==> src/rtl/mem_bus_arbiter_pkg.sv <==
// Shared types and constants for the fetch/data memory bus arbiter.
// Holds the FSM state encoding, the core data width and the ctrl stall bit positions.
package mem_bus_arbiter_pkg;

  localparam int RegBus   = 32;
  localparam int StallIf  = 1;
  localparam int StallMem = 4;

  typedef enum logic [1:0] {
    ArbIdle = 2'd0,
    ArbIbus = 2'd1,
    ArbDbus = 2'd2
  } arb_state_e;

endpackage

==> src/rtl/mem_bus_arbiter_resp_buf.sv <==
// Response buffer: holds one bus read result until the owning pipeline stage advances.
// A capture always wins over consume; flush drops the valid flag but still lets data land.
module mem_bus_arbiter_resp_buf
  import mem_bus_arbiter_pkg::*;
#(
  parameter int DW = RegBus
) (
  input  logic          clk,
  input  logic          rst_n,
  input  logic          i_capture,
  input  logic [DW-1:0] i_data,
  input  logic          i_consume,
  input  logic          i_flush,
  output logic [DW-1:0] o_data,
  output logic          o_valid
);

  logic [DW-1:0] r_data;
  logic          r_valid;

  // NOTE: sequential state uses non-blocking assignments so every register
  // samples pre-edge values regardless of statement order.
  always_ff @(posedge clk or negedge rst_n) begin
    if (!rst_n) begin
      r_data  <= '0;
      r_valid <= 1'b0;
    end else begin
      if (i_capture) r_data <= i_data;

      if (i_flush)                    r_valid <= 1'b0;
      else if (i_capture)             r_valid <= 1'b1;
      else if (r_valid && i_consume)  r_valid <= 1'b0;
    end
  end

  assign o_data  = r_data;
  assign o_valid = r_valid;

endmodule

==> src/rtl/mem_bus_arbiter.sv <==
// Arbitrates one external memory port between instruction fetch and data access.
// Data wins ties; each transaction runs req/ack to completion and is never aborted.
module mem_bus_arbiter
  import mem_bus_arbiter_pkg::*;
#(
  parameter int DW = RegBus,
  parameter int AW = 32
) (
  input  logic          clk,
  input  logic          rst_n,
  input  logic [5:0]    stall_i,
  input  logic          flush_i,
  input  logic          rom_ce_i,
  input  logic [AW-1:0] rom_addr_i,
  output logic [DW-1:0] rom_data_o,
  input  logic          ram_ce_i,
  input  logic          ram_we_i,
  input  logic [3:0]    ram_sel_i,
  input  logic [AW-1:0] ram_addr_i,
  input  logic [DW-1:0] ram_data_i,
  output logic [DW-1:0] ram_data_o,
  output logic          stallreq_if_o,
  output logic          stallreq_mem_o,
  output logic          bus_req_o,
  output logic          bus_we_o,
  output logic [3:0]    bus_sel_o,
  output logic [AW-1:0] bus_addr_o,
  output logic [DW-1:0] bus_wdata_o,
  input  logic [DW-1:0] bus_rdata_i,
  input  logic          bus_ack_i
);

  arb_state_e    r_state;
  logic          r_discard;
  logic          r_bus_req;
  logic          r_bus_we;
  logic [3:0]    r_bus_sel;
  logic [AW-1:0] r_bus_addr;
  logic [DW-1:0] r_bus_wdata;

  logic w_ivalid;
  logic w_dvalid;
  logic w_icapture;
  logic w_dcapture;
  logic w_unused_stall;

  // A fetch flushed mid-flight (or flushed on its ack edge) must not land in ibuf.
  assign w_icapture = (r_state == ArbIbus) && bus_ack_i && !r_discard && !flush_i;
  assign w_dcapture = (r_state == ArbDbus) && bus_ack_i;

  assign w_unused_stall = ^{stall_i[5], stall_i[3:2], stall_i[0]};

  always_ff @(posedge clk or negedge rst_n) begin
    if (!rst_n) begin
      r_state     <= ArbIdle;
      r_discard   <= 1'b0;
      r_bus_req   <= 1'b0;
      r_bus_we    <= 1'b0;
      r_bus_sel   <= '0;
      r_bus_addr  <= '0;
      r_bus_wdata <= '0;
    end else begin
      unique case (r_state)
        ArbIdle: begin
          if (ram_ce_i && !w_dvalid) begin
            r_state     <= ArbDbus;
            r_bus_req   <= 1'b1;
            r_bus_we    <= ram_we_i;
            r_bus_sel   <= ram_sel_i;
            r_bus_addr  <= ram_addr_i;
            r_bus_wdata <= ram_data_i;
          end else if (rom_ce_i && !w_ivalid && !flush_i) begin
            // The fetch address is stale on a flush edge, so wait for the redirect.
            r_state     <= ArbIbus;
            r_bus_req   <= 1'b1;
            r_bus_we    <= 1'b0;
            r_bus_sel   <= 4'hF;
            r_bus_addr  <= rom_addr_i;
            r_bus_wdata <= '0;
          end
        end
        ArbIbus: begin
          if (bus_ack_i) begin
            r_state   <= ArbIdle;
            r_bus_req <= 1'b0;
            r_discard <= 1'b0;
          end else if (flush_i) begin
            r_discard <= 1'b1;
          end
        end
        ArbDbus: begin
          if (bus_ack_i) begin
            r_state   <= ArbIdle;
            r_bus_req <= 1'b0;
          end
        end
        default: begin
          r_state   <= ArbIdle;
          r_bus_req <= 1'b0;
        end
      endcase
    end
  end

  mem_bus_arbiter_resp_buf #(.DW(DW)) u_ibuf (
    .clk       (clk),
    .rst_n     (rst_n),
    .i_capture (w_icapture),
    .i_data    (bus_rdata_i),
    .i_consume (!stall_i[StallIf]),
    .i_flush   (flush_i),
    .o_data    (rom_data_o),
    .o_valid   (w_ivalid)
  );

  mem_bus_arbiter_resp_buf #(.DW(DW)) u_dbuf (
    .clk       (clk),
    .rst_n     (rst_n),
    .i_capture (w_dcapture),
    .i_data    (bus_rdata_i),
    .i_consume (!stall_i[StallMem]),
    .i_flush   (flush_i),
    .o_data    (ram_data_o),
    .o_valid   (w_dvalid)
  );

  assign stallreq_if_o  = rom_ce_i & ~w_ivalid;
  assign stallreq_mem_o = ram_ce_i & ~w_dvalid;

  assign bus_req_o   = r_bus_req;
  assign bus_we_o    = r_bus_we;
  assign bus_sel_o   = r_bus_sel;
  assign bus_addr_o  = r_bus_addr;
  assign bus_wdata_o = r_bus_wdata;

endmodule

==> config.mk <==
export PLATFORM = sky130hd
export DESIGN_NAME = mem_bus_arbiter
export DESIGN_NICKNAME = d
export VERILOG_FILES = /design/src/rtl/mem_bus_arbiter_pkg.sv /design/src/rtl/mem_bus_arbiter_resp_buf.sv /design/src/rtl/mem_bus_arbiter.sv
export SDC_FILE = /design/constraint.sdc
export NUM_CORES = 1
export LEC_CHECK = 0
export BUFFER_PORTS_ARGS = -buffer_cell sky130_fd_sc_hd__buf_2
export CAP_MARGIN = 20
export CORE_MARGIN = 1
export CORE_UTILIZATION = 40
export CTS_CLUSTER_SIZE = 30
export DETAILED_ROUTE_END_ITERATION = 10
export PLACE_DENSITY_LB_ADDON = 0.2
export RECOVER_POWER = 100
export SYNTH_ARGS = -nofsm -noshare
export SYNTH_HDL_FRONTEND = slang
export SYNTH_SLANG_ARGS = --single-unit
==> constraint.sdc <==
create_clock -name clk -period 2.4 [get_ports clk]
set_input_delay 0.12 -clock clk [delete_from_list [all_inputs] [get_ports clk]]
set_output_delay 0.12 -clock clk [all_outputs]
set_load 0.03 [all_outputs]
# ---- Word level (Yosys, flattened, before mapping)
# Index checks and enable logic that the tools add are counted.
dict set report word_totals {
  in_bits 145
  ff_bits 139
}
dict set report classes {
  n_bitwise 4
  eq_ne 4
  n_reduce_logical 24
  mux 24
}
# op count
set ops {}
lappend ops {{$mux 32} 4}
lappend ops {{$mux 1} 13}
lappend ops {{$logic_and 1x1->1} 9}
lappend ops {{$mux 4} 2}
lappend ops {{$logic_not 1->1} 6}
lappend ops {{$mux 2} 3}
lappend ops {{$reduce_and 2->1} 3}
lappend ops {{$reduce_bool 3->1} 2}
lappend ops {{$pmux 2 s2} 1}
lappend ops {{$reduce_bool 2->1} 2}
lappend ops {{$ne 3x3->1 const B} 1}
lappend ops {{$and 1x1->1} 2}
lappend ops {{$eq 2x1->1 const B} 1}
lappend ops {{$eq 2x2->1 const B} 1}
lappend ops {{$logic_not 2->1} 1}
lappend ops {{$ne 2x1->1 const B} 1}
lappend ops {{$not 1->1} 2}
lappend ops {{$pmux 1 s2} 1}
lappend ops {{$reduce_or 2->1} 1}

# ---- Longest topological paths before layout
dict set report logic_depth {
  depth_word 6
  ltp_mapped 6
  depth_no_buf 5
}

# ---- Cells and area by module
# Synthesis repeated with hierarchy kept, for this count alone.
dict set report hier_totals {
  cells_unflattened 361
  hier_area_um2 5900.7
}
# module seq_area_each_um2 cells_each instances area_per_inst_um2
set by_module_without_submodules {}
lappend by_module_without_submodules {mem_bus_arbiter 1826.8 217 1 3138.0}
lappend by_module_without_submodules {mem_bus_arbiter_resp_buf 825.8 72 2 1381.3}

# ---- Worst setup path before layout
# No wires, ideal clock.
dict set report synth_timing {
  kind {reg-to-reg}
  startpoint {register r_state[1]}
  endpoint {register u_ibuf.r_data[10], in the netlist u_ibuf.o_data[10]}
  setup_slack_ns 0.599
  stages_incl_launch_ff 7
  synth_period_minus_slack_ns 1.801
  arrival_ns 1.677
  required_time_ns 2.275
  path_buffers 1
  cell_sequence {dfrtp_1 -> inv_1 -> ha_1 -> nand2_1 -> nor3_1 -> buf_2 -> mux2_2}
}
dict set report synth_between {
  elab_chain_cells 4
}
# item line_no
set synth_rtl {}
lappend synth_rtl {{start, declared} mem_bus_arbiter.sv:33} ;# arb_state_e r_state;
lappend synth_rtl {{start signal, assigned} mem_bus_arbiter.sv:55} ;# r_state <= ArbIdle;
lappend synth_rtl {{start signal, assigned} mem_bus_arbiter.sv:66} ;# r_state <= ArbDbus;
lappend synth_rtl {{start signal, assigned} mem_bus_arbiter.sv:74} ;# r_state <= ArbIbus;
lappend synth_rtl {{$eq 2x1->1} mem_bus_arbiter.sv:48} ;# assign w_icapture = (r_state == ArbIbus) && bus_ack_i && !r_discard && !flush_i;
lappend synth_rtl {{$logic_and 1x1->1 (3 in series)} mem_bus_arbiter.sv:48}
lappend synth_rtl {{end signal, assigned} mem_bus_arbiter_resp_buf.sv:28} ;# if (i_capture) r_data <= i_data;
lappend synth_rtl {{end, declared} mem_bus_arbiter_resp_buf.sv:18} ;# logic [DW-1:0] r_data;
# Every way passes these cells.
# A chain may end at the register's enable or synchronous reset.

# ---- Final worst setup path
dict set report layout_timing {
  startpoint {input flush_i}
  endpoint {register r_bus_wdata[5], in the netlist bus_wdata_o[5]}
}
dict set report layout_between {
  elab_chain_cells 4
}
# item line_no
set layout_rtl {}
lappend layout_rtl {{start, declared} mem_bus_arbiter.sv:12} ;# input logic flush_i,
lappend layout_rtl {{$logic_not 1->1} mem_bus_arbiter.sv:72} ;# end else if (rom_ce_i && !w_ivalid && !flush_i) begin
lappend layout_rtl {{$logic_and 1x1->1} mem_bus_arbiter.sv:72}
lappend layout_rtl {{$reduce_bool 2->1 (no source line)} n/a}
lappend layout_rtl {{$reduce_and 2->1 (no source line)} n/a}
lappend layout_rtl {{end signal, assigned} mem_bus_arbiter.sv:71} ;# r_bus_wdata <= ram_data_i;
lappend layout_rtl {{end, declared} mem_bus_arbiter.sv:39} ;# logic [DW-1:0] r_bus_wdata;
# Every way passes these cells.

==> qor.txt <==
status: finished clean
final net count: 863
Yosys Warn Count: 0
htree depth: 4
Max VDD drop: 0.748 mV
top cells by area, synth: dfrtp_1 63%, mux2_2 26%, a22o_1 5.2%
Post-DRT Antenna Nets: 0
Simple-Gate Fraction of Synth Area: 0.0111
Static Leak: 0.00383 uW
Synth Cell Area: 5540 um^2
clock sink total: 139
IO buf count: 276
syn_area_per_cell: 15.6 um^2
# Max-Cap Violations: 0
Finish-stage setup viols: 0
Finished Core Util: 0.622
Slew @ Worst Pin: 1310 ps
largest net degree at the start of global routing: 57
CP endpoint kind: flip-flop
placed insts: 797
XOR/XNOR Fraction of Synth Area: 0
Cell Rows: 42
Tot GR Track Use: 0.203
WL/cell: 15.9 um
WS Path Type: primary input to flip-flop
Synth-to-Final Area Change: 50.2%
die width: 120 um
WP data required: 2690 ps
Distinct cells, synth: 22
Synth top area share: 0.627
post-route setup slack: 290 ps
mux contribution to synthesized area: 0.260
Die Area: 14300 um^2
hold_ws: 67.2 ps
TritonCTS clock tree: yes
main combinational cell family by area after synthesis: multiplexers
Slew Limit Fails: 0
Hold Vio Cnt, Final: 0
RR Endpoint: bus_wdata_o[5]$_DFFE_PN0P_
Post-Synth Adder-Cell Area: 0.00677
drt pass-1 iters: 4
hold path start: ram_addr_i[2]
worst-path fanout max: 23
HP Class: primary input to flip-flop
diode count: 0
first-pass GRT wire length: 22200 um
R2R cell count: 4
initial DRC count: 231
vias per cell: 4.82
hold depth: 3
Post-synth EDFFs: 0
GRT Residual Overflow: 0
Slew headroom: 0.124
PwrDens: 1450 nW/um^2
I/O Pins: 281
Final Critical Period: 2110 ps
hold worst-path end: bus_addr_o[2]$_DFFE_PN0P_
r2r startpoint: u_ibuf.o_valid$_DFFE_PN0P_
Syn Nets: 503
Final Cycle Share: 0.879
dpl ws: 362 ps
layout cells sized above 1: 0.426
type of origin of the critical path: primary input
RSZ-0062 raised after global routing: false
Async SR Flop Fraction: 1.00
Setup TNS Final: 0 ps
register area share after synthesis: 0.627
cells after synthesis: 355
clk buf depth: 2
CORE AREA: 13400 um^2
clk_skew: 4.32 ps
Fmax achieved: 474 MHz
CTS root buf: clkbuf_16
final std cells w/o fill: 904
vias in the first global route: 4543
post-synthesis register bit count: 139
Detailed Place HPWL: 9830 um
worst-skew pair later-pin latency: 410 ps
initial core utilization: 0.414
cell taking the most area after synthesis: dfrtp_1
clk slew on worst S/H paths: 60 ps
most frequent cells in the layout: 139 x dfrtp_1, 139 x buf_2, 138 x clkbuf_1, 127 x mux2_2, 74 x dlygate4sd3_1
Die H: 120 um
via count: 4354
crit path DAT: 2400 ps
RePlAce Congestion: 0.772
setup slack, reg-to-reg: 350 ps
TritonCTS Buffers: 17
compound-cell area share of the yosys netlist: 0.0731
initial antenna violation count: 1
DRT Wirelength: 14300 um
DRC: 0
predominant post-synthesis flop cell: dfrtp_1
power breakdown:
part | leakage (uW) | total (uW) | switching (uW) | internal (uW)
clock | 0.000300 | 2690 | 990 | 1700
sequential | 0.00170 | 4030 | 572 | 3460
combinational | 0.00184 | 5380 | 3610 | 1780
total | 0.00383 | 12100 | 5170 | 6930
per-stage QoR:
stage	power, uW	instance area [um^2]
6_report	12100	8330
5_1_grt	12700	8330
4_1_cts	12500	8520
3_5_place_dp	9650	7160
3_3_place_gp	9510	7160
2_1_floorplan	7910	5540
repair_timing:
action	in CTS	in global routing
hold endpoints to repair	153	0
resized for setup	0	0
buffers inserted	0	0
hold buffers	74	0
how the worst max path moves through the flow:
stage                            from                       endpoint  slack [ps]  cells after the start
6_report                      flush_i     bus_wdata_o[5]$_DFFE_PN0P_         290                      6
5_1_grt                       flush_i     bus_wdata_o[5]$_DFFE_PN0P_         220                      6
4_1_cts        r_state[0]$_DFFE_PN0P_     bus_wdata_o[5]$_DFFE_PN0P_         340                      5
3_5_place_dp   r_state[0]$_DFFE_PN0P_     bus_wdata_o[5]$_DFFE_PN0P_         360                      5
3_3_place_gp   r_state[0]$_DFFE_PN0P_    bus_wdata_o[21]$_DFFE_PN0P_         450                      5
2_1_floorplan  r_state[1]$_DFFE_PN0P_  u_ibuf.o_data[10]$_DFFE_PN0P_         600                      6
critical path, stage by stage:
cell and delay, ps:
dlygate4sd3_1 540, clkbuf_1 150, or3b_1 520, a21o_1 360, clkbuf_2 390, a22o_1 310
logic make-up (layout without fill, tap and decap cells):
family / after synthesis / count (layout)
DFF: 139 / 139
and+or+nand+nor: 12 / 12
adders and majority gates: 3 / 3
AOI/OAI and AO/OA: 49 / 49
muxes: 128 / 128
buffers and inverters: 24 / 397
flip-flops by register name, indices dropped and copies added, names as in the netlist:
| register | cells |
|---|---|
| bus_addr_o | 32 |
| bus_req_o | 1 |
| bus_sel_o | 4 |
| bus_wdata_o | 32 |
| bus_we_o | 1 |
| r_discard | 1 |
| r_state | 2 |
| u_dbuf.o_data | 32 |
| u_dbuf.o_valid | 1 |
| u_ibuf.o_data | 32 |
| u_ibuf.o_valid | 1 |
layout make-up:
class	count	area, um^2
fill	1148	5070
sequential	139	3480
clock buffer	19	453
multi-input combinational	192	1950
tap	176	220
clock inverter	13	168
timing repair buffer	361	2050
inverter	4	15.0
synthesized netlist by cell type (3+ instances only):
cell      count
inv_1         4
o22a_1        5
mux2_2      128
clkbuf_1      6
buf_6         3
buf_1         5
nand2_1       5
buf_2         6
a21oi_1       6
a22o_1       33
dfrtp_1     139
ha_1          3
nor2b_1       3
routing by layer:
| layer | up-vias | global-route usage | routed length, um |
|---|---|---|---|
| met4 | 2 | 0.0953 | 399 |
| met2 | 195 | 0.357 | 7290 |
| met5 | - | 0 | 9 |
| li1 | 2019 | - | - |
| met3 | 31 | 0.0656 | 1010 |
| met1 | 2107 | 0.222 | 5620 |
(Power assumes the default switching activity.)
